`config.mk`:
```
export PLATFORM = sky130hd
export DESIGN_NAME = fpa_rr_scheduler
export DESIGN_NICKNAME = d
export VERILOG_FILES = /design/src/rtl/fpa_rr_scheduler.sv
export SDC_FILE = /design/constraint.sdc
export NUM_CORES = 1
export LEC_CHECK = 0
export CAP_MARGIN = 20
export CORE_AREA = 5 5 153 155
export CTS_BUF_LIST = sky130_fd_sc_hd__clkbuf_8 sky130_fd_sc_hd__clkbuf_16
export DETAILED_ROUTE_END_ITERATION = 16
export DIE_AREA = 0 0 158 160
export HOLD_SLACK_MARGIN = 0.1
export PLACE_DENSITY = 0.66
export SYNTH_ARGS = -nofsm -noshare
export SYNTH_HDL_FRONTEND = slang
export SYNTH_SLANG_ARGS = --single-unit
```
`constraint.sdc`:
```
create_clock -name clk -period 3.2 [get_ports clk]
set_input_delay 0.64 -clock clk [delete_from_list [all_inputs] [get_ports clk]]
set_output_delay 0.64 -clock clk [all_outputs]
set_load 0.1 [all_outputs]
```
`src/rtl/fpa_rr_scheduler.sv`:
```
// ---------------------------------------------------------------------------
// fpa_rr_scheduler
//
// Shares one combinational floating-point adder (instantiated outside this
// block) between NUM_REQ requesters. Requesters are served in round-robin
// order. Each granted operand pair is registered onto fpa_a/fpa_b. The
// adder's sum is captured one cycle later and presented on a single tagged
// result channel.
//
// Operation timeline:
//   accept edge -> CALC (operands settle through the adder)
//               -> DONE (result held until the consumer takes it).
// A new grant can be issued in the same cycle that a DONE result is consumed.
// This allows a peak throughput of one operation every two cycles.
//
// Parameters:
//   NUM_REQ  number of requesters (2..8)
//   ID_W     result tag width, must equal $clog2(NUM_REQ)
//
// Ports:
//   clk, rst      clock (rising edge), asynchronous active-high reset
//   req_valid     per-requester operand valid
//   req_ready     per-requester accept strobe (combinational, one-hot)
//   req_a, req_b  packed operands, requester i at [32*i +: 32]
//   fpa_a, fpa_b  registered operands driven to the shared adder
//   fpa_result    combinational adder sum of fpa_a + fpa_b
//   res_valid     result available
//   res_ready     result consumer accepts
//   res_data      registered sum
//   res_id        index of the requester that issued the operation
//   busy          high while an operation is in CALC or DONE
// ---------------------------------------------------------------------------
module fpa_rr_scheduler #(
  parameter int NUM_REQ = 4,
  parameter int ID_W    = 2
) (
  input  logic                  clk,
  input  logic                  rst,
  input  logic [NUM_REQ-1:0]    req_valid,
  output logic [NUM_REQ-1:0]    req_ready,
  input  logic [NUM_REQ*32-1:0] req_a,
  input  logic [NUM_REQ*32-1:0] req_b,
  output logic [31:0]           fpa_a,
  output logic [31:0]           fpa_b,
  input  logic [31:0]           fpa_result,
  output logic                  res_valid,
  input  logic                  res_ready,
  output logic [31:0]           res_data,
  output logic [ID_W-1:0]       res_id,
  output logic                  busy
);

  localparam int DATA_W = 32;

  typedef enum logic [1:0] {
    S_IDLE = 2'd0,
    S_CALC = 2'd1,
    S_DONE = 2'd2
  } state_t;

  state_t              state_q, state_d;
  logic [ID_W-1:0]     rr_ptr_q, rr_ptr_d;
  logic [ID_W-1:0]     tag_q, tag_d;
  logic [DATA_W-1:0]   fpa_a_q, fpa_a_d;
  logic [DATA_W-1:0]   fpa_b_q, fpa_b_d;
  logic [DATA_W-1:0]   res_data_q, res_data_d;
  logic [ID_W-1:0]     res_id_q, res_id_d;

  logic                accept_opp;
  logic                grant_found;
  logic [ID_W-1:0]     grant_idx;
  logic                xfer;
  logic [DATA_W-1:0]   op_a, op_b;

  // Rotating-priority search. Scan rr_ptr, rr_ptr+1, ... (mod NUM_REQ).
  // Return {found, index} for the first set valid bit.
  function automatic logic [ID_W:0] rr_pick(input logic [NUM_REQ-1:0] vld,
                                            input logic [ID_W-1:0]    ptr);
    logic            found;
    logic [ID_W-1:0] idx;
    int              pos;
    found = 1'b0;
    idx   = '0;
    for (int k = 0; k < NUM_REQ; k++) begin
      pos = int'(ptr) + k;
      if (pos >= NUM_REQ) pos = pos - NUM_REQ;
      if (!found && vld[pos]) begin
        found = 1'b1;
        idx   = ID_W'(pos);
      end
    end
    return {found, idx};
  endfunction

  // Compute (g + 1) mod NUM_REQ.
  // NUM_REQ need not be a power of two, so wrap explicitly.
  function automatic logic [ID_W-1:0] ptr_after(input logic [ID_W-1:0] g);
    if (int'(g) == NUM_REQ - 1) return '0;
    return g + ID_W'(1);
  endfunction

  // Arbitration and the combinational accept strobe.
  // req_ready is forced low while reset is asserted.
  always_comb begin
    accept_opp = !rst && ((state_q == S_IDLE) ||
                          ((state_q == S_DONE) && res_ready));
    {grant_found, grant_idx} = rr_pick(req_valid, rr_ptr_q);
    req_ready = '0;
    if (accept_opp && grant_found) req_ready[grant_idx] = 1'b1;
    xfer = |(req_valid & req_ready);
  end

  // Operand select for the granted requester
  always_comb begin
    op_a = '0;
    op_b = '0;
    for (int k = 0; k < NUM_REQ; k++) begin
      if (int'(grant_idx) == k) begin
        op_a = req_a[k*DATA_W +: DATA_W];
        op_b = req_b[k*DATA_W +: DATA_W];
      end
    end
  end

  // Next-state logic and datapath register enables
  always_comb begin
    state_d    = state_q;
    rr_ptr_d   = rr_ptr_q;
    tag_d      = tag_q;
    fpa_a_d    = fpa_a_q;
    fpa_b_d    = fpa_b_q;
    res_data_d = res_data_q;
    res_id_d   = res_id_q;

    case (state_q)
      S_IDLE: begin
        if (xfer) state_d = S_CALC;
      end
      S_CALC: begin
        // Operands have had a full cycle to propagate through the adder
        res_data_d = fpa_result;
        res_id_d   = tag_q;
        state_d    = S_DONE;
      end
      S_DONE: begin
        if (res_ready) state_d = xfer ? S_CALC : S_IDLE;
      end
      default: state_d = S_IDLE;
    endcase

    // Operands, tag and pointer move only on a transfer edge
    if (xfer) begin
      fpa_a_d  = op_a;
      fpa_b_d  = op_b;
      tag_d    = grant_idx;
      rr_ptr_d = ptr_after(grant_idx);
    end
  end

  always_ff @(posedge clk or posedge rst) begin
    if (rst) begin
      state_q    <= S_IDLE;
      rr_ptr_q   <= '0;
      tag_q      <= '0;
      fpa_a_q    <= '0;
      fpa_b_q    <= '0;
      res_data_q <= '0;
      res_id_q   <= '0;
    end else begin
      state_q    <= state_d;
      rr_ptr_q   <= rr_ptr_d;
      tag_q      <= tag_d;
      fpa_a_q    <= fpa_a_d;
      fpa_b_q    <= fpa_b_d;
      res_data_q <= res_data_d;
      res_id_q   <= res_id_d;
    end
  end

  assign fpa_a     = fpa_a_q;
  assign fpa_b     = fpa_b_q;
  assign res_data  = res_data_q;
  assign res_id    = res_id_q;
  assign res_valid = (state_q == S_DONE);
  assign busy      = (state_q != S_IDLE);

endmodule

```
==> run metrics, run 1 <==
Antenna diodes 0; Fill cells between 2000 and 2500; fin crit share 95.1%; Final ANT Viol Nets 0; clock sink total 104; crit-path cells clkdlybuf4s50_1 > a21oi_1 > o21a_1 > o22ai_2 > inv_1 > ha_4 > and2_2 > buf_12; Synth Instances 627; most frequent cells in the layout 294 x clkdlybuf4s50_1, 133 x a21oi_1, 122 x buf_4; initial antenna violation count 0; area of the multi-input gates ~2700 um^2; Reg2Reg Capture Point fpa_a[14]; CP max FO 4; pin count of the biggest net entering global routing 77; Peak VDD IR 722 uV; Reg area 2600 um^2; setup slack, reg-to-reg ~560 ps; num ports between 300 and 400; LEAKAGE 4.49 nW; Die Area 25300 um^2; CP Launch Type input pin; first-pass GRT wire length 35.7 mm; core area 21700 um^2; Slew @ Worst Pin ~600 ps; reg2reg path depth 11; 1st-iter DRT viols 314; Worst EP arrival 2400 ps; clock slew at reported path FFs about 70 ps; total wire length 24.0 mm; post-layout util 48.0%; hold path start tag_q[0]; total power around 13 mW; Fin. Hold Viols 0; dpl ws -124 ps; Overall Global Routing Usage 17.9%; Worst-Skew Late Latency roughly 350 ps; clk_skew 8.30 ps; count of yosys warnings during synthesis 0; Seq cells post-synth roughly 100; Via density 4.89; GPL Wtd Cong 0.843; Max Slew Vio Count 0; post-synth cell types 24; commonest non-fill, non-tap cell in the layout clkdlybuf4s50_1; HPWL Detailed 18.7 mm; Worst slew margin between 50% and 60%; fmax 329 MHz; Critical Path Source req_valid[0]; setup_tns 0 ps; Syn Nets approximately 930; Avg WL per Cell approximately 19 um; proportion of layout cells with a drive suffix above 1 19.7%; Std-Cell Rows between 50 and 60; Num CTS Buffers 9; Netlist Area Pre-Place about 5800 um^2; Worst R2R Start rr_ptr_q[1]; RSZ-0062 raised after global routing no; Avg Cell Area, Syn 9.19 um^2; CP Class input pin to output pin; final setup margin 158 ps; CTS H-Tree Depth 3; Req. time, crit path 2560 ps; min cycle time layout 3040 ps; Max clock buf depth 2; initial core utilization 26.6%; Critical-path top delay cell clkdlybuf4s50_1; Nets roughly 1300; Hold EP tag_q[0]; Buffers on Ports slightly below 400; total number of vias between 6000 and 7000; TritonRoute pass-1 iters 4; Final Setup Violations 0; Die Height 160 um; CTS tree built; register area share after synthesis 45.2%; status finished clean; Area growth syn-to-layout 80.7%; grt ovf 0; vias in the first global route 6404; hold-critical path depth 1; Worst Hold Class flip-flop to flip-flop; CP Capture Type output pin; CP max stage delay 530 ps; CTS Hold Bufs 0; DRC errors left 0; Pwr Density 1270 nW/um^2; Root Driver clkbuf_16; max cap viols 0; die width 158 um
-- cells in the mapped netlist --
cell	number	area share [%]
nand2_1	3	0.20
a221o_1	63	11
nand2b_1	3	0.33
a22oi_1	66	8.6
and2_1	4	0.43
dfrtp_1	104	45
nor2b_1	3	0.33
a2111oi_4	1	0.48
o21a_1	1	0.13
nor3_1	2	0.17
mux2_1	2	0.39
inv_1	69	4.5
nor4_1	1	0.11
o22ai_1	1	0.11
or2_2	2	0.22
nor2_1	67	4.4
buf_2	7	0.61
a21oi_1	133	12
clkbuf_1	52	3.4
buf_1	1	0.065
mux2_2	33	6.4
ha_1	4	0.87
mux2i_1	2	0.35
o21ai_0	3	0.26
-- state kept, by name (all words and copies together) (netlist names) --
name and count:
rr_ptr_q 2, state_q 2, fpa_b 32, res_data 32, tag_q 2, res_id 2
fpa_a 32
-- through the flow --
step,hold WS [ps],instances,instance area (um^2)
after floorplan,454,627,5770
after global placement,473,1278,10100
after detailed placement,477,1278,10100
after CTS,493,1294,10400
after global routing,520,1296,10400
final,489,1296,10400
-- cells by family after synthesis --
group / Yosys count / share of synthesized area (%)
AOI/OAI and AO/OA: 268 / 32.1
adders and majority gates: 4 / 0.869
buffers and inverters: 129 / 8.56
DFF: 104 / 45.2
muxes: 37 / 7.19
and+or+nand+nor: 85 / 6.15
-- per-layer routing --
| layer | track usage (%) | share of wire [%] | up-vias |
|---|---|---|---|
| li1 | - | - | 3053 |
| met1 | 22.1 | 40 | 2970 |
| met2 | 30.7 | 49 | 277 |
| met3 | 4.74 | 9.0 | 34 |
| met4 | 5.04 | 2.3 | 0 |
| met5 | 0 | 0 | - |
-- report_power, final --
group | internal [mW] | switching (mW)
Clock | 0.537 | 0.538
Combinational | 2.67 | 7.05
Sequential | 2.00 | 0.396
Total | 5.20 | 7.98
-- area by class of cell --
cell class | instances | share of cell area, %
inverters | 69 | 2.52
clock buffers | 9 | 2.16
multi-input cells | 394 | 26.1
clock inverters | 7 | 0.541
flip-flops and latches | 104 | 25.0
repair buffers | 433 | 40.3
well taps | 280 | 3.36
-- what timing repair did --
action / in CTS / in global routing
hold endpoints to repair: 0 / 0
gates resized for setup: 0 / 2
setup buffers: 0 / 2
endpoints found under the setup margin: 0 / 3
-- critical path, delay by kind of cell --
| family | cells | cell delay [ps] |
|---|---|---|
| buffers and inverters | 3 | 860 |
| AO/OA/AOI/OAI | 3 | 490 |
| adder cells (fa/ha/maj) | 1 | 220 |
| AND/OR/NAND/NOR | 1 | 200 |
-- worst max path at each step --
stage | to | slack (ps) | cells after the start
2_1_floorplan | req_ready[1] | 20 | 7
3_3_place_gp | fpa_a[12] | 9 | 11
3_5_place_dp | fpa_a[27] | -120 | 11
4_1_cts | req_ready[1] | 30 | 8
5_1_grt | req_ready[3] | 70 | 8
6_report | req_ready[3] | 160 | 8
Power figures use the tool's default switching activity.
==> run 2: changes to the inputs <==
--- a/config.mk
+++ b/config.mk
@@ -6,12 +6,12 @@
 export NUM_CORES = 1
 export LEC_CHECK = 0
 export CAP_MARGIN = 20
-export CORE_AREA = 5 5 153 155
+export CORE_AREA = 2 2 155 157
 export CTS_BUF_LIST = sky130_fd_sc_hd__clkbuf_8 sky130_fd_sc_hd__clkbuf_16
 export DETAILED_ROUTE_END_ITERATION = 16
-export DIE_AREA = 0 0 158 160
+export DIE_AREA = 0 0 157 159
+export GPL_TIMING_DRIVEN = 0
 export HOLD_SLACK_MARGIN = 0.1
-export PLACE_DENSITY = 0.66
 export SYNTH_ARGS = -nofsm -noshare
 export SYNTH_HDL_FRONTEND = slang
 export SYNTH_SLANG_ARGS = --single-unit
==> run 2 against run 1 <==
  * Critical path depth rose by 2
  * Cell count is 5.6% higher
  * Non-clock buffer count rose by 33
  * Register-to-register slack worse by 370 ps
  * Clock-buffer cell count did not move
  * First-iteration DRC count up 18%
  * Clock power up 12%
  * Cell area grew 2.9%
  * Critical path type unchanged
  * Largest power group unchanged
==> run metrics, run 2 (synthesis results as in run 1) <==
fmax 319 MHz; Worst EP arrival about 2500 ps; fin crit share 98.0%; CTS tree built; Final ANT Viol Nets 0; most frequent cells in the layout 390 x clkdlybuf4s50_1, 133 x a21oi_1, 103 x dfrtp_1; commonest non-fill, non-tap cell in the layout clkdlybuf4s50_1; crit-path cells clkdlybuf4s15_1 > mux2i_1 > nor2_1 > nor3_4 > inv_2 > ha_4 > clkbuf_8 > clkbuf_8 > and2_2 > buf_12; CP Class input pin to output pin; Pwr Density ~1300 nW/um^2; Avg WL per Cell 19.4 um; die width 157 um; CP Capture Type output pin; max cap viols 0; Root Driver clkbuf_16; CP max FO 10; Num CTS Buffers 9; min cycle time layout around 3100 ps; TritonRoute pass-1 iters 5; CTS H-Tree Depth 3; core area ~23000 um^2; CP Launch Type input pin; initial core utilization between 20% and 30%; Peak VDD IR 665 uV; grt ovf 0; initial antenna violation count 2; GPL Wtd Cong ~0.86; Nets 1343; Slew @ Worst Pin 1030 ps; Die Area 25000 um^2; Antenna diodes 0; Worst Hold Class flip-flop to flip-flop; CP max stage delay 380 ps; total number of vias 6624; Buffers on Ports 398; Critical-path top delay cell nor3_4; Via density 4.84; 1st-iter DRT viols between 300 and 400; Std-Cell Rows between 50 and 60; HPWL Detailed 21.3 mm; status finished clean; total power 13.5 mW; DRC errors left 0; Area growth syn-to-layout 85.9%; proportion of layout cells with a drive suffix above 1 9.06%; Max Slew Vio Count 0; total wire length 26.5 mm; Die Height about 160 um; Final Setup Violations 0; Overall Global Routing Usage 20.5%; dpl ws -2460 ps; clock slew at reported path FFs 80 ps; clk_skew between 10 and 15 ps; LEAKAGE roughly 4.4 nW; CTS Hold Bufs 0; Req. time, crit path between 2000 and 3000 ps; num ports 399; Max clock buf depth 2; first-pass GRT wire length 39.0 mm; Worst-Skew Late Latency 360 ps; Worst slew margin ~31%; Critical Path Most Common Cell clkbuf_8; pin count of the biggest net entering global routing 35; Fin. Hold Viols 0; final setup margin 65.0 ps; vias in the first global route around 6600; Fill cells approximately 2300; clock sink total 104
## run 2: cell count changes in the layout (fill, tap and decap cells not counted), sizes merged
cell / delta
bufinv: +1
clkdlybuf4s50: +96
inv: -1
clkbuf: +54
clkinv: +4
clkdlybuf4s15: +2
clkinvlp: -4
buf: -119
## run 2: final timing paths
kind,to,start,cells after the start,slack (ps)
min in group asynchronous,res_data[30],rst,2,650
max reg2reg,fpa_a[5],rr_ptr_q[1],11,190
max in group asynchronous,fpa_b[2],rst,4,1820
max,req_ready[2],req_valid[2],10,60
min,res_id[1],res_id[1],2,490
min reg2reg,res_id[1],res_id[1],2,490
## run 2: final cells by class
class,count,area (um^2),share of cell area (%)
Buffer,60,289,2.70
Clock buffer,9,225,2.10
Clock inverter,7,100,0.935
Inverter,69,263,2.45
Multi-Input combinational cell,394,2740,25.6
Sequential cell,104,2600,24.3
Tap cell,319,399,3.73
Timing Repair Buffer,406,4090,38.2
## run 2: metrics by stage
| step | util [%] | std cells | setup TNS, ps | hold WS [ps] | area, um^2 |
|---|---|---|---|---|---|
| floorplan | - | 627 | 0 | 454 | 5770 |
| global placement | 43.8 | 1344 | -71600 | 461 | 10200 |
| detailed placement | 44.0 | 1347 | -76250 | 470 | 10200 |
| CTS | 45.9 | 1366 | 0 | 487 | 10600 |
| global route | 46.2 | 1368 | -2.75 | 514 | 10700 |
| finish | 46.2 | 1368 | 0 | 493 | 10700 |
## run 2: power breakdown
group / switching [mW] / internal [mW] / total (mW)
registers: 0.369 / 2.00 / 2.36
clock network: 0.566 / 0.633 / 1.20
logic: 7.18 / 2.79 / 9.97
total: 8.11 / 5.42 / 13.5
## run 2: timing repair
item	in CTS	in global routing
gates resized for setup	57	20
setup buffers	3	2
endpoints found under the setup margin	73	5
pin swaps	3	2
## run 2: worst max-delay path: cells and delay by family
kind | cells | cell delay, ps
fa+ha+maj | 1 | 190
buf+inv | 5 | 830
mux | 1 | 160
simple gates | 3 | 650
## run 2: per-layer routing
metal	routed length, um	track usage [%]	share of wire, %
met1	10600	24.9	40
met3	1960	5.28	7.4
met4	354	4.55	1.3
met5	27	0	0.10
met2	13500	36.1	51
==> run 3: changes to the inputs <==
--- a/config.mk
+++ b/config.mk
@@ -8,6 +8,7 @@
 export CAP_MARGIN = 20
 export CORE_AREA = 2 2 155 157
 export CTS_BUF_LIST = sky130_fd_sc_hd__clkbuf_8 sky130_fd_sc_hd__clkbuf_16
+export CTS_CLUSTER_DIAMETER = 60
 export DETAILED_ROUTE_END_ITERATION = 16
 export DIE_AREA = 0 0 157 159
 export GPL_TIMING_DRIVEN = 0
==> results of run 3 <==
No change in the layout: final DEF, timing and power equal those of run 2.
